[config.mk]
export PLATFORM = sky130hd
export DESIGN_NAME = alu_result_buffer
export DESIGN_NICKNAME = d
export VERILOG_FILES = /design/src/rtl/alu_result_buffer.sv
export SDC_FILE = /design/constraint.sdc
export NUM_CORES = 1
export LEC_CHECK = 0
export BUFFER_PORTS_ARGS = -buffer_cell sky130_fd_sc_hd__buf_4
export CAP_MARGIN = 20
export CORE_MARGIN = 2
export CORE_UTILIZATION = 48
export DETAILED_ROUTE_END_ITERATION = 8
export GPL_ROUTABILITY_DRIVEN = 0
export PLACE_DENSITY = 0.78
export SYNTH_ARGS = -nofsm -noshare
export SYNTH_HDL_FRONTEND = slang
export SYNTH_SLANG_ARGS = --single-unit
[constraint.sdc]
create_clock -name clk -period 1.9 [get_ports clk]
set_clock_uncertainty 0.15 [all_clocks]
set_input_delay 0.38 -clock clk [delete_from_list [all_inputs] [get_ports clk]]
set_output_delay 0.38 -clock clk [all_outputs]
set_load 0.1 [all_outputs]
[src/rtl/alu_result_buffer.sv]
`default_nettype none
// ============================================================================
// Module   : alu_result_buffer
// Purpose  : Two-entry elastic buffer behind the 8-bit ALU output stage.
//            Captures the dual-rail result pair (true + complement rail)
//            under a valid/ready handshake and checks that the rails are
//            exact complements. Derives zero/sign flags on capture and
//            presents one registered, flagged result per beat downstream.
//            A saturating counter tracks accepted entries that failed the
//            rail check.
// Ports    :
//   clk           in   1  system clock, rising edge
//   reset         in   1  asynchronous, active-high reset
//   in_valid      in   1  ALU presents a result this cycle
//   in_ready      out  1  buffer can accept a result (registered)
//   in_out        in   8  ALU true-rail result
//   in_not_out    in   8  ALU complement-rail result
//   out_valid     out  1  head entry valid (registered)
//   out_ready     in   1  consumer accepts head entry this cycle
//   out_data      out  8  head true-rail value
//   out_not_data  out  8  head complement-rail value, stored as received
//   out_zero      out  1  head out_data == 8'h00
//   out_sign      out  1  head out_data[7]
//   out_err       out  1  head entry failed the rail check
//   err_clear     in   1  synchronous clear of err_count
//   err_count     out  8  saturating count of errored accepted entries
// Revision : 1.0 - initial release
// ============================================================================
module alu_result_buffer (
    input  logic       clk,
    input  logic       reset,
    input  logic       in_valid,
    output logic       in_ready,
    input  logic [7:0] in_out,
    input  logic [7:0] in_not_out,
    output logic       out_valid,
    input  logic       out_ready,
    output logic [7:0] out_data,
    output logic [7:0] out_not_data,
    output logic       out_zero,
    output logic       out_sign,
    output logic       out_err,
    input  logic       err_clear,
    output logic [7:0] err_count
);

    // Occupancy is the state: the number of stored entries.
    typedef enum logic [1:0] {
        EMPTY = 2'd0,
        ONE   = 2'd1,
        TWO   = 2'd2
    } state_t;

    localparam logic [7:0] ERR_MAX = 8'hFF;

    state_t     state;

    // Second (younger) entry; the head entry lives directly in the out_* regs
    // so every output is a flop with no mux behind it.
    logic [7:0] tail_data;
    logic [7:0] tail_not_data;
    logic       tail_zero;
    logic       tail_sign;
    logic       tail_err;

    logic       push;
    logic       pop;
    logic       in_zero;
    logic       in_sign;
    logic       in_err;

    assign push = in_valid & in_ready;
    assign pop  = out_valid & out_ready;

    // Flags come from the true rail only; the complement rail is only used
    // for the integrity check and is otherwise carried through untouched.
    assign in_zero = (in_out == 8'h00);
    assign in_sign = in_out[7];

    // Any bit position where both rails are 1, or where neither is 1,
    // means the pair is not a clean complement.
    assign in_err  = ((in_out & in_not_out) != 8'h00) |
                     ((in_out | in_not_out) != 8'hFF);

    // ------------------------------------------------------------------------
    // Occupancy FSM with registered handshake outputs and entry storage.
    // in_ready/out_valid are written together with every state change so
    // they always reflect the state being entered.
    // ------------------------------------------------------------------------
    always_ff @(posedge clk or posedge reset) begin
        if (reset) begin
            state         <= EMPTY;
            in_ready      <= 1'b0;
            out_valid     <= 1'b0;
            out_data      <= 8'h00;
            out_not_data  <= 8'hFF;
            out_zero      <= 1'b1;
            out_sign      <= 1'b0;
            out_err       <= 1'b0;
            tail_data     <= 8'h00;
            tail_not_data <= 8'hFF;
            tail_zero     <= 1'b1;
            tail_sign     <= 1'b0;
            tail_err      <= 1'b0;
        end else begin
            case (state)
                EMPTY: begin
                    // in_ready is held low through reset; this raises it on
                    // the first edge afterwards. A push cannot occur before
                    // that edge because in_ready is still 0.
                    in_ready <= 1'b1;
                    if (push) begin
                        state        <= ONE;
                        out_valid    <= 1'b1;
                        out_data     <= in_out;
                        out_not_data <= in_not_out;
                        out_zero     <= in_zero;
                        out_sign     <= in_sign;
                        out_err      <= in_err;
                    end
                end

                ONE: begin
                    case ({push, pop})
                        2'b10: begin
                            // Head stays; new entry parks behind it.
                            state         <= TWO;
                            in_ready      <= 1'b0;
                            tail_data     <= in_out;
                            tail_not_data <= in_not_out;
                            tail_zero     <= in_zero;
                            tail_sign     <= in_sign;
                            tail_err      <= in_err;
                        end
                        2'b01: begin
                            // Head data is left in place; only valid drops.
                            state     <= EMPTY;
                            out_valid <= 1'b0;
                        end
                        2'b11: begin
                            // Head leaves and the incoming entry replaces it
                            // directly, sustaining one beat per cycle.
                            out_data     <= in_out;
                            out_not_data <= in_not_out;
                            out_zero     <= in_zero;
                            out_sign     <= in_sign;
                            out_err      <= in_err;
                        end
                        default: begin
                        end
                    endcase
                end

                TWO: begin
                    // in_ready is 0 here, so only a pop can happen.
                    if (pop) begin
                        state        <= ONE;
                        in_ready     <= 1'b1;
                        out_data     <= tail_data;
                        out_not_data <= tail_not_data;
                        out_zero     <= tail_zero;
                        out_sign     <= tail_sign;
                        out_err      <= tail_err;
                    end
                end

                default: begin
                    // Unreachable encoding: fall back to an empty buffer.
                    state     <= EMPTY;
                    in_ready  <= 1'b1;
                    out_valid <= 1'b0;
                end
            endcase
        end
    end

    // ------------------------------------------------------------------------
    // Rail-error counter. A clear in the same cycle as an errored push leaves
    // the count at 1 so that error is not lost.
    // ------------------------------------------------------------------------
    always_ff @(posedge clk or posedge reset) begin
        if (reset) begin
            err_count <= 8'h00;
        end else if (err_clear) begin
            err_count <= (push && in_err) ? 8'h01 : 8'h00;
        end else if (push && in_err && (err_count != ERR_MAX)) begin
            err_count <= err_count + 8'h01;
        end
    end

endmodule
`default_nettype wire

Word-level counts from Yosys, hierarchy flattened --
Index checks and enable logic that the tools add are counted.
Word-level totals: register bits 50, latch bits 0, bits in writable memories 0, ROM bits 0, bits of input ports 21, output and inout port bits 29, logic and storage cells 79, memories kept 0
Cells by class: add/sub/neg operators 1, multiply operators 0, div/mod/pow operators 0, $lt $le $gt $ge 0, equal/unequal tests 13, shift operators 0, mux-type cells 33, bitwise logic cells 6, reduce and logical (&&, ||, !) cells 12
Operator list (number):
- 8-bit 2-to-1 mux | 8
- 8-bit case mux with 3 select lines | 2
- 8-bit inequality test, second input constant | 2
- 1-bit 2-to-1 mux | 14
- 1-bit case mux with 3 select lines | 4
- 8-bit by 1-bit adder with 8-bit output, second input constant | 1
- 8-bit bitwise AND | 1
- 8-bit zero test | 1
- 8-bit bitwise OR | 1
- 8-bit nonzero test | 1
- 2-bit equality test, second input constant | 3
- 2-bit inequality test, second input constant | 3
- 2-bit case mux with 3 select lines | 1
- 3-bit AND reduction | 2
- 2-bit by 1-bit equality test with 1-bit output, second input constant | 2
- 2-bit 2-to-1 mux | 2
- 2-bit by 1-bit inequality test with 1-bit output, second input constant | 2
- 2-bit case mux with 2 select lines | 1
- 2-bit AND reduction | 2
- 4-bit AND reduction | 1
- 3-bit by 2-bit inequality test with 1-bit output, second input constant | 1
- 3-bit nonzero test | 1
- 1-bit bitwise AND | 2
- 1-bit logical AND | 2
- 5 further kinds | 5

Depth between registers and ports, before layout --
word-level depth 7, gate-level depth with buffers 6, gate-level depth less buffers 6

Least setup slack after synthesis --
No wires, ideal clock.
kind register -> register, from reg in_ready, to reg err_count[7], library setup time 0.125 ns, arrival time 2.246 ns, required time 1.625 ns, slack -0.620 ns, cell stages (with the launch flop) 5, path buffers 0, period minus slack after synthesis 2.520 ns, path through dfrtp_1 -> nand2_1 -> or3_1 -> nor3_1 -> mux2_2
On the way: word-level cells in the longest chain between the ends 4
Ends and longest elaborated chain:
- start, declared | line 33 | output logic in_ready,
- start signal, assigned | line 93 | in_ready <= 1'b0;
- start signal, assigned | line 111 | in_ready <= 1'b1;
- start signal, assigned | line 128 | in_ready <= 1'b0;
- 1-bit bitwise AND | line 72 | assign push = in_valid & in_ready;
- 1-bit logical AND (2 in series) | line 186 | end else if (push && in_err && (err_count != ERR_MAX)) begin
- 2-bit nonzero test (no source line)
- end signal, assigned | line 185 | err_count <= (push && in_err) ? 8'h01 : 8'h00;
- end signal, assigned | line 187 | err_count <= err_count + 8'h01;
- end, declared | line 44 | output logic [7:0] err_count
Every way passes these cells. A chain may end at the register's enable or synchronous reset.

Final worst setup path --
from reg err_count[1], to reg err_count[7]
On the way: word-level cells in the longest chain between the ends 3, elaborated cells between the ends (all ways) 6, classes of those cells add/sub (1); eq/ne (1); mux (2); reduce/logical (2)
Ends and longest elaborated chain (line):
- 8-bit by 1-bit adder with 8-bit output or 8-bit inequality test (tied branches) | 187, 186
- 8-bit 2-to-1 mux or 1-bit logical AND (tied branches) | 186
- 8-bit 2-to-1 mux or 2-bit nonzero test (tied branches)
Several ways; a longest one is shown, not always the timed one. The select of a mux whose other input is x is not followed.

==> flow_metrics.tcl <==
set metrics [dict create \
    outcome "finished, final reports clean" \
    grt_usage 0.2136 \
    max_cap_violations 0 \
    criticalPathCategory "flop to flop" \
    fp-row-count 25 \
    cts.sinks 48 \
    initial_utilization 0.4921 \
    synthArstFlopShare 1.000 \
    setup_viol 0 \
    start_kind "flop" \
    end_kind "flop" \
    yosysWarnings 0 \
    min_period_ns 1.887 \
    nFillCells 373 \
    grt_max_degree 49 \
    antenna_found_initial 0 \
    cts_buffers 5 \
    rsz0062_at_grt "yes" \
    wire_per_inst_microns 15.03 \
    synth_seq_cells 48 \
    netlist_area_sq_um 2293 \
    ff_latch_area_sq_um 1246 \
    dieWidth_microns 73.13 \
    synth_cells 229 \
    drtIter0Drc 120 \
    area_growth_pct 34.64 \
    numPortBuffers 49 \
    critPathMaxFanout 4 \
    cts_root_buffer "clkbuf_8" \
    max_freq_ghz 0.5299 \
    grt_pass1_wl_mm 8.818 \
    synth-edff-count 0 \
    cts_tree "yes" \
    route.vias.total 1911 \
    r2r_cells 6 \
    ios 50 \
    core_sq_um 4661 \
    multi_input_area_sq_um 1055 \
    via_per_inst 5.476 \
    drc 0 \
    relSlewSlack 0.6524 \
    drv_slew 0 \
    grt.overflow.total 0 \
    dieArea_sq_um 5347 \
    seq_area_frac_synth 0.5336 \
    first_global_vias 1923 \
    drive_gt1_frac 0.4712 \
    die_height_microns 73.13 \
    period_share 0.9932 \
    yosysUniqueCellTypes 30 \
    required_ns 1.94 \
    totalWireLength_mm 5.246 \
    ant_nets 0 \
    arrival_ns 1.93 \
    dpl.hpwl_mm 3.693 \
    clk_pin_slew_worst_paths_ns 0.09 \
    firstDrtPassIters 4 \
    syn-num-nets 251 \
    fin_nets 316 \
    worstSkewPairLatency_ns 0.30 \
    antennaDiodeCount 0 \
    avgSynthCellArea_sq_um 10.02 \
    hold_class "input port to flop" \
    hold_violations 0 \
    fin_util 0.6626 \
    htreeDepth 2 \
    clockBufferDepth 2 \
    synth_top_flop_cell "dfrtp_1" \
    hold_depth 2 \
    tightest_slew_ns 0.5209 \
]
layer usage:
layer / GRT usage / routed length (microns) / up-vias
li1: - / - / 918
met1: 0.2574 / 2251 / 931
met2: 0.3794 / 2662 / 54
met3: 0.04144 / 259 / 8
met4: 0.07202 / 72 / 0
met5: 0 / 0 / -
critical path, cell delays in order, from the launching register on:
cell and delay, ns:
dfrtp_4 0.50, ha_4 0.18, nand3_2 0.07, nor2_2 0.04, or3_4 0.35, nor3_2 0.14
mux2_2 0.35
cells by family (layout without fill, tap and decap cells):
| kind of cell | after synthesis | after routing | share of synthesized area |
|---|---|---|---|
| compound gates | 27 | 27 | 0.07965 |
| xor+xnor | 9 | 9 | 0.03437 |
| fa+ha+maj | 1 | 1 | 0.005455 |
| buf+inv | 14 | 80 | 0.02837 |
| flops | 48 | 48 | 0.5335 |
| mux | 23 | 23 | 0.1124 |
| simple gates | 107 | 107 | 0.2062 |
sequential cells by signal, indices dropped and copies added, names as in the netlist:
| signal | count |
|---|---|
| err_count | 8 |
| out_data | 8 |
| out_not_data | 8 |
| tail_not_data | 8 |
| tail_data | 7 |
| state | 2 |
| in_ready | 1 |
| out_err | 1 |
| out_valid | 1 |
| out_zero | 1 |
| tail_err | 1 |
| tail_sign | 1 |
| tail_zero | 1 |
through the flow:
| step | hold WS, ns | setup WS [ns] | area (sq um) | TNS, ns | std cells |
|---|---|---|---|---|---|
| after CTS | 0.1224 | 0.01381 | 3073 | 0 | 349 |
| after global routing | 0.1313 | -0.04493 | 3088 | -0.1261 | 349 |
| after detailed placement | 0.3044 | -0.2383 | 2904 | -1.707 | 340 |
| after floorplan | 0.3005 | -0.1281 | 2351 | -0.3758 | 229 |
| after global placement | 0.2928 | -0.1916 | 2904 | -1.288 | 340 |
| final | 0.1344 | 0.01296 | 3088 | 0 | 349 |
final timing paths:
path	from	to	slack [ns]
max reg2reg	err_count[1]$_DFFE_PP0P_	err_count[7]$_DFFE_PP0P_	0.01
min reg2reg	tail_not_data[1]$_DFFE_PP1P_	out_not_data[1]$_DFFE_PP1P_	0.34
max	err_count[1]$_DFFE_PP0P_	err_count[7]$_DFFE_PP0P_	0.01
max in group asynchronous	reset	out_not_data[7]$_DFFE_PP1P_	0.80
min in group asynchronous	reset	out_valid$_DFFE_PP0P_	0.52
min	in_valid	in_ready$_DFFE_PP0P_	0.13
cell type report:
type	instances	area share
multi-input combinational	167	0.3416
sequential	48	0.4036
tap	54	0.02188
inverter	2	0.002431
clock buffer	5	0.02229
clock inverter	3	0.02917
timing repair buffer	70	0.1791
cell usage in the layout, fill, tap and decap left out:
cell type and n:
a21oi_1 2, a221oi_2 1, a31oi_1 18, buf_12 2, buf_4 67, bufinv_16 3, clkbuf_8 5, dfrtp_1 20
dfrtp_2 6, dfrtp_4 4, dfstp_2 18, dlygate4sd3_1 1, ha_4 1, inv_1 1, inv_2 1, mux2_2 22
mux2i_1 1, nand2_1 44, nand2b_1 4, nand3_1 4, nand3_2 1, nand3b_1 1, nand4_1 4, nor2_1 30
nor2_2 2, nor2b_1 7, nor3_1 2, nor3_2 2, nor4_1 2, nor4_2 1, nor4b_2 1, o21ai_0 3
o22ai_1 1, o2bb2ai_2 1, o32ai_1 1, or3_4 1, or4_1 1, xnor2_1 1, xor2_1 8
synthesized netlist by cell type, drive strengths merged (3+ instances only):
library cell / number / share of area
nand2: 44 / 0.072
nor2: 32 / 0.052
dfrtp: 30 / 0.33
mux2: 22 / 0.11
a31oi: 18 / 0.049
dfstp: 18 / 0.21
buf: 8 / 0.019
xor2: 8 / 0.031
nor2b: 7 / 0.019
nand3: 5 / 0.011
clkbuf: 4 / 0.0065
nand2b: 4 / 0.011
nand4: 4 / 0.011
nor3: 4 / 0.0087
nor4: 3 / 0.0082
o21ai: 3 / 0.0065
what timing repair did:
action                     CTS  global route
hold buffers                 1             0
buffers inserted             0             0
setup endpoints to repair    0             5
hold endpoints to repair    30             0
gates resized for setup      0             3
Power is not shown: default switching activity piles up to over one toggle a cycle in this logic, so the estimate is an artifact.
